--- config.mk ---
export PLATFORM = sky130hd
export DESIGN_NAME = qcl_bram_sdp_arb
export DESIGN_NICKNAME = d
export VERILOG_FILES = /design/src/rtl/qcl_bram_arb_pkg.sv /design/src/rtl/qcl_bram_sdp_1clk_1r1w.sv /design/src/rtl/qcl_rr_arb.sv /design/src/rtl/qcl_bram_sdp_arb.sv
export SDC_FILE = /design/constraint.sdc
export NUM_CORES = 1
export LEC_CHECK = 0
export ABC_AREA = 1
export CAP_MARGIN = 20
export CORE_UTILIZATION = 40
export CTS_BUF_LIST = sky130_fd_sc_hd__clkbuf_4
export DETAILED_ROUTE_END_ITERATION = 10
export GPL_TIMING_DRIVEN = 0
export HOLD_SLACK_MARGIN = 0.15
export PLACE_DENSITY = 0.65
export SETUP_SLACK_MARGIN = 0.3
export SYNTH_ARGS = -nofsm -noshare
export SYNTH_HDL_FRONTEND = slang
export SYNTH_SLANG_ARGS = --single-unit
--- constraint.sdc ---
create_clock -name clk_i -period 3.2 [get_ports clk_i]
set_input_delay 0.48 -clock clk_i [delete_from_list [all_inputs] [get_ports clk_i]]
set_output_delay 0.48 -clock clk_i [all_outputs]
set_load 0.01 [all_outputs]
--- src/rtl/qcl_bram_arb_pkg.sv ---
// Shared types and width helpers for the arbitrated simple-dual-port BRAM front end.
package qcl_bram_arb_pkg;

  // Widest data / id a response descriptor can carry.
  localparam int resp_data_max_lp = 32;
  localparam int resp_id_max_lp   = 8;

  // Read response descriptor: returned data plus the id of the client that owns it.
  typedef struct packed {
    logic [resp_data_max_lp-1:0] data;
    logic [resp_id_max_lp-1:0]   id;
  } qcl_bram_resp_t;

  // clog2 that never returns 0, so a single-entry index still gets one bit.
  function automatic int safe_clog2(input int n);
    if (n <= 1) begin
      return 1;
    end else begin
      return $clog2(n);
    end
  endfunction

endpackage

--- src/rtl/qcl_bram_sdp_1clk_1r1w.sv ---
// Single-clock simple-dual-port RAM, registered read, read-before-write on address collision.
module qcl_bram_sdp_1clk_1r1w
  import qcl_bram_arb_pkg::*;
#(
  parameter  int    width_p       = 8,
  parameter  int    els_p         = 16,
  parameter  string init_file_p   = "",
  localparam int    addr_width_lp = safe_clog2(els_p)
) (
  input  logic                     clk_i,
  input  logic                     w_v_i,
  input  logic [addr_width_lp-1:0] w_addr_i,
  input  logic [width_p-1:0]       w_data_i,
  input  logic                     r_v_i,
  input  logic [addr_width_lp-1:0] r_addr_i,
  output logic [width_p-1:0]       r_data_o
);

  logic [width_p-1:0] mem_q [els_p];
  logic [width_p-1:0] r_data_q;

  // Preloading is left to the vendor memory flow; refuse a file rather than silently ignore it.
  if (init_file_p != "") begin : g_init_unsupported
    $error("qcl_bram_sdp_1clk_1r1w: init_file_p preload is not supported by this model");
  end

  // Array write port.
  always_ff @(posedge clk_i) begin
    if (w_v_i) begin
      mem_q[w_addr_i] <= w_data_i;
    end
  end

  // Registered read; holds its value whenever no read is issued.
  always_ff @(posedge clk_i) begin
    if (r_v_i) begin
      r_data_q <= mem_q[r_addr_i];
    end
  end

  assign r_data_o = r_data_q;

endmodule

--- src/rtl/qcl_rr_arb.sv ---
// Round-robin arbiter: search starts one past the last granted client.
module qcl_rr_arb
  import qcl_bram_arb_pkg::*;
#(
  parameter  int num_clients_p = 4,
  localparam int id_width_lp   = safe_clog2(num_clients_p)
) (
  input  logic                     clk_i,
  input  logic                     reset_i,
  input  logic [num_clients_p-1:0] v_i,
  input  logic                     en_i,
  output logic [num_clients_p-1:0] yumi_o,
  output logic [id_width_lp-1:0]   id_o
);

  logic [id_width_lp-1:0]   last_q, last_d;
  logic [num_clients_p-1:0] yumi_s;
  logic [id_width_lp-1:0]   id_s;
  logic                     found_s;

  // Pick the first requester after last_q (wrapping); nothing is granted in reset or when disabled.
  always_comb begin
    int sum;
    logic [id_width_lp-1:0] cand;
    yumi_s  = '0;
    id_s    = '0;
    found_s = 1'b0;
    for (int i = 1; i <= num_clients_p; i++) begin
      sum = int'(last_q) + i;
      if (sum >= num_clients_p) begin
        sum = sum - num_clients_p;
      end else begin
        sum = sum;
      end
      cand = sum[id_width_lp-1:0];
      if (en_i && !reset_i && !found_s && v_i[cand]) begin
        found_s      = 1'b1;
        yumi_s[cand] = 1'b1;
        id_s         = cand;
      end else begin
        found_s = found_s;
      end
    end
    if (found_s) begin
      last_d = id_s;
    end else begin
      last_d = last_q;
    end
  end

  // Priority pointer; resets to the highest index so client 0 wins first.
  always_ff @(posedge clk_i) begin
    if (reset_i) begin
      last_q <= id_width_lp'(num_clients_p - 1);
    end else begin
      last_q <= last_d;
    end
  end

  assign yumi_o = yumi_s;
  assign id_o   = id_s;

endmodule

--- src/rtl/qcl_bram_sdp_arb.sv ---
// Arbitrated front end sharing one BRAM write and one read port among several clients.
module qcl_bram_sdp_arb
  import qcl_bram_arb_pkg::*;
#(
  parameter  int    width_p       = 8,
  parameter  int    els_p         = 16,
  parameter  int    num_clients_p = 4,
  parameter  string init_file_p   = "",
  localparam int    addr_width_lp = safe_clog2(els_p),
  localparam int    id_width_lp   = safe_clog2(num_clients_p)
) (
  input  logic                                   clk_i,
  input  logic                                   reset_i,
  input  logic [num_clients_p-1:0]               w_v_i,
  input  logic [num_clients_p*addr_width_lp-1:0] w_addr_i,
  input  logic [num_clients_p*width_p-1:0]       w_data_i,
  output logic [num_clients_p-1:0]               w_yumi_o,
  input  logic [num_clients_p-1:0]               r_v_i,
  input  logic [num_clients_p*addr_width_lp-1:0] r_addr_i,
  output logic [num_clients_p-1:0]               r_yumi_o,
  output logic                                   r_v_o,
  output logic [width_p-1:0]                     r_data_o,
  output logic [id_width_lp-1:0]                 r_id_o,
  input  logic                                   r_ready_i
);

  logic                     resp_v_q, resp_v_d;
  logic [id_width_lp-1:0]   id_q, id_d;
  logic                     launch_ok_s;
  logic [num_clients_p-1:0] w_yumi_s, r_yumi_s;
  logic [id_width_lp-1:0]   w_id_s, r_id_s;
  logic                     bram_w_v_s, bram_r_v_s;

  // A new read may launch only if the response slot is empty or being drained.
  assign launch_ok_s = !resp_v_q || r_ready_i;

  qcl_rr_arb #(.num_clients_p(num_clients_p)) w_arb (
    .clk_i  (clk_i),
    .reset_i(reset_i),
    .v_i    (w_v_i),
    .en_i   (1'b1),
    .yumi_o (w_yumi_s),
    .id_o   (w_id_s)
  );

  qcl_rr_arb #(.num_clients_p(num_clients_p)) r_arb (
    .clk_i  (clk_i),
    .reset_i(reset_i),
    .v_i    (r_v_i),
    .en_i   (launch_ok_s),
    .yumi_o (r_yumi_s),
    .id_o   (r_id_s)
  );

  // The arbiters already suppress grants in reset, so any grant drives the BRAM port.
  assign bram_w_v_s = |w_yumi_s;
  assign bram_r_v_s = |r_yumi_s;

  qcl_bram_sdp_1clk_1r1w #(
    .width_p    (width_p),
    .els_p      (els_p),
    .init_file_p(init_file_p)
  ) bram (
    .clk_i   (clk_i),
    .w_v_i   (bram_w_v_s),
    .w_addr_i(w_addr_i[w_id_s*addr_width_lp +: addr_width_lp]),
    .w_data_i(w_data_i[w_id_s*width_p +: width_p]),
    .r_v_i   (bram_r_v_s),
    .r_addr_i(r_addr_i[r_id_s*addr_width_lp +: addr_width_lp]),
    .r_data_o(r_data_o)
  );

  // Response slot next state: a launch fills it, a consumer handshake empties it.
  always_comb begin
    resp_v_d = resp_v_q;
    id_d     = id_q;
    if (bram_r_v_s) begin
      resp_v_d = 1'b1;
      id_d     = r_id_s;
    end else if (r_ready_i) begin
      resp_v_d = 1'b0;
    end else begin
      resp_v_d = resp_v_q;
    end
  end

  // Response slot register; reset drops any in-flight or stalled response.
  always_ff @(posedge clk_i) begin
    if (reset_i) begin
      resp_v_q <= 1'b0;
      id_q     <= '0;
    end else begin
      resp_v_q <= resp_v_d;
      id_q     <= id_d;
    end
  end

  assign w_yumi_o = w_yumi_s;
  assign r_yumi_o = r_yumi_s;
  assign r_v_o    = resp_v_q;
  assign r_id_o   = id_q;

endmodule

==> results.sh <==
export IMPL_synth_net_count=957
export IMPL_endpoint_kind="flip-flop"
export IMPL_clk_latency_ns=0.57
export IMPL_min_from="reset_i"
export IMPL_timing_worst_setup_path_type="flip-flop to flip-flop"
export IMPL_vias=6825
export IMPL_whs_endpoint="r_id_o[1]"
export IMPL_core_area_mm2=0.0189
export IMPL_utilization_pct=60.9
export IMPL_post_dp_hpwl_um=13800
export IMPL_final_layout_size_suffix_gt1_share_pct=34.0
export IMPL_die_area_mm2=0.0200
export IMPL_cts_clk_slew_worst_paths_ns=0.13
export IMPL_clockRootBuffer="clkbuf_4"
export IMPL_syn_inst=866
export IMPL_grt_pass1_vias=6285
export IMPL_arrival_ns=3.28
export IMPL_cts_buffers=17
export IMPL_maxCapViolCount=0
export IMPL_nFillCells=1508
export IMPL_cp_start_kind="flip-flop"
export IMPL_r2r_start="r_arb.last_q[0]"
export IMPL_finClkSkew_ns=0.0186
export IMPL_fin_crit_sh_pct=92.1
export IMPL_synth_area_per_cell_um2=8.98
export IMPL_drc=0
export IMPL_viasPerCell=5.12
export IMPL_globalplace_congestion=0.887
export IMPL_area_growth_pct=48.0
export IMPL_min_path_cells=2
export IMPL_synth_area_leader_cell="edfxtp_1"
export IMPL_drt_first_pass_iters=5
export IMPL_wirelength_um=22900
export IMPL_finalSetupViolCount=0
export IMPL_rows=50
export IMPL_fin_ws_ns=0.252
export IMPL_dpl_worst_slack_ns=-0.684
export IMPL_cts_tree="yes"
export IMPL_fin_cells=1333
export IMPL_synth_top_cell_area_share_pct=52.5
export IMPL_ys_ff_latch=143
export IMPL_grt_pass1_wl_um=32600
export IMPL_cts_sinks=143
export IMPL_finalMaxSlewViolations=0
export IMPL_antenna_found_initial=0
export IMPL_netlist_area_mm2=0.00778
export IMPL_ys_types=39
export IMPL_drt_iter0_drc=535
export IMPL_synthTopCellsByArea="edfxtp_1 53%, nand3_1 10%, nand2_1 9.4%, inv_1 6.8%, ha_1 2.6%"
export IMPL_wire_per_inst_um=17.2
export IMPL_yosysWarnings=0
export IMPL_cp_max_fo=10
export IMPL_layout_common_cells="163 x nand2_1, 136 x edfxtp_1, 131 x inv_1"
export IMPL_worstMarginPinSlew_ns=0.717
export IMPL_final_area_mm2=0.0115
export IMPL_post_dp_cell_area_mm2=0.00918
export IMPL_clock_fmax_mhz=339
export IMPL_detail_route_antenna_nets=0
export IMPL_initial_core_util_pct=41.2
export IMPL_clk_path_buf_depth=2
export IMPL_rsz0062_at_grt="true"
export IMPL_ios=94
export IMPL_reg2regPathDepth=19
export IMPL_ys_seq_area_share_pct=54.3
export IMPL_grt_usage_pct=21.7
export IMPL_r2r_setup_slack_ns=0.25
export IMPL_die_h_um=141
export IMPL_grt_max_degree=17
export IMPL_nets=1150
export IMPL_status="completed"
export IMPL_crit_required_ns=3.53
export IMPL_io_buffers=93
export IMPL_dp_cells=1219
export IMPL_final_common_cell="nand2_1"
export IMPL_grt_overflow=0
export IMPL_fp_dieW_um=141
export IMPL_hold_buffers=0
export IMPL_max_slew_margin_pct=52.1
export IMPL_r2r_end="bram.r_data_o[1]"
export IMPL_hold_viol=0
export IMPL_cts_htree_levels=4
export IMPL_hp_class="input pin to flip-flop"
export IMPL_fin_crit_ns=2.95
## worst max-delay path, cell delays in order (launching register included)
cell and delay, ns:
dfxtp_4 0.38, buf_8 0.13, inv_8 0.05, ha_4 0.30, inv_4 0.05, nand3_2 0.08, nand2_2 0.07, nor2_4 0.17
nand3_4 0.15, nand2_4 0.16, nand2_2 0.08, nand3_2 0.09, nand3_4 0.22, nand2_8 0.21, buf_8 0.13, nand2_1 0.06
nand3_2 0.07, nand3_1 0.10, nand3_2 0.10, nand2_1 0.07
## cell type report
cell class                      instances  area, um2  area share, %
Multi-Input combinational cell        547       3950           34.3
Clock buffer                           17        128           1.11
Tap cell                              260        325           2.83
Clock inverter                         15        110          0.957
Sequential cell                       143       4240           36.8
Antenna cell                            1       2.50         0.0217
Timing Repair Buffer                  172       1820           15.8
Inverter                              148        599           5.21
Buffer                                 30        340           2.96
## sequential cells by signal (all words and copies together) (netlist names)
| register | flops |
|---|---|
| bram.mem_q | 128 |
| r_id_o | 2 |
| w_arb.last_q | 2 |
| r_arb.last_q | 2 |
| bram.r_data_o | 8 |
| r_v_o | 1 |
## synth_stat cells
master / n
inv_4: 2
o21ai_0: 31
buf_6: 9
nand3b_1: 26
nor2_2: 3
nand2_1: 194
nand2_2: 21
nand4_2: 1
a211oi_1: 1
a21oi_1: 10
o22ai_1: 9
nand3_1: 157
or2_2: 1
nor2_1: 44
nor3_1: 3
o21ai_2: 1
buf_4: 1
o211ai_1: 1
nand3b_2: 1
edfxtp_1: 136
inv_1: 141
o21ai_1: 2
or2_1: 2
nand2_4: 3
o221ai_1: 1
buf_1: 1
ha_1: 16
nand3_4: 1
nand4_1: 3
mux2i_1: 1
inv_2: 4
clkinv_1: 1
nand3_2: 5
a32oi_1: 1
buf_2: 19
nor2_4: 4
a22oi_1: 1
dfxtp_1: 7
a21oi_2: 1
## kinds of logic after synthesis
group           count (synthesis)  share of synthesized area [%]
simple gates                  469                           28.9
buf+inv                       178                           9.88
flops                         143                           54.3
compound gates                 59                           4.23
fa+ha+maj                      16                           2.57
mux                             1                          0.129
## stage by stage
stage / hold slack [ns] / TNS, ns
3_3_place_gp: 0.483 / -129.58
2_1_floorplan: 0.511 / 0
3_5_place_dp: 0.487 / -142.67
4_1_cts: 0.506 / 0
5_1_grt: 0.344 / 0
6_report: 0.335 / 0
## per-layer routing
metal  track usage [%]  routed length [um]  vias up
met5                 0                   0        -
met4              9.45                 845        0
met3              3.95                1290       66
met2              36.7               11500      264
met1              27.3                9250     3226
li1                  -                   -     3269
## what timing repair did
item | CTS | global route
buffers inserted | 32 | 41
gates resized for setup | 127 | 199
pin swaps | 28 | 77
endpoints found under the setup margin | 283 | 274
gates cloned | 1 | 7
## worst max path at each step
stage | from | to | slack, ns
3_5_place_dp | reset_i | bram.mem_q[12][1] | -0.68
2_1_floorplan | w_arb.last_q[1] | bram.mem_q[0][0] | 0.25
6_report | r_arb.last_q[0] | bram.r_data_o[1] | 0.25
4_1_cts | r_arb.last_q[0] | r_yumi_o[2] | 0.26
5_1_grt | r_arb.last_q[1] | bram.r_data_o[1] | 0.12
3_3_place_gp | reset_i | bram.mem_q[13][6] | -0.63
Power is not shown: default switching activity piles up to over one toggle a cycle in this logic, so the estimate is an artifact.
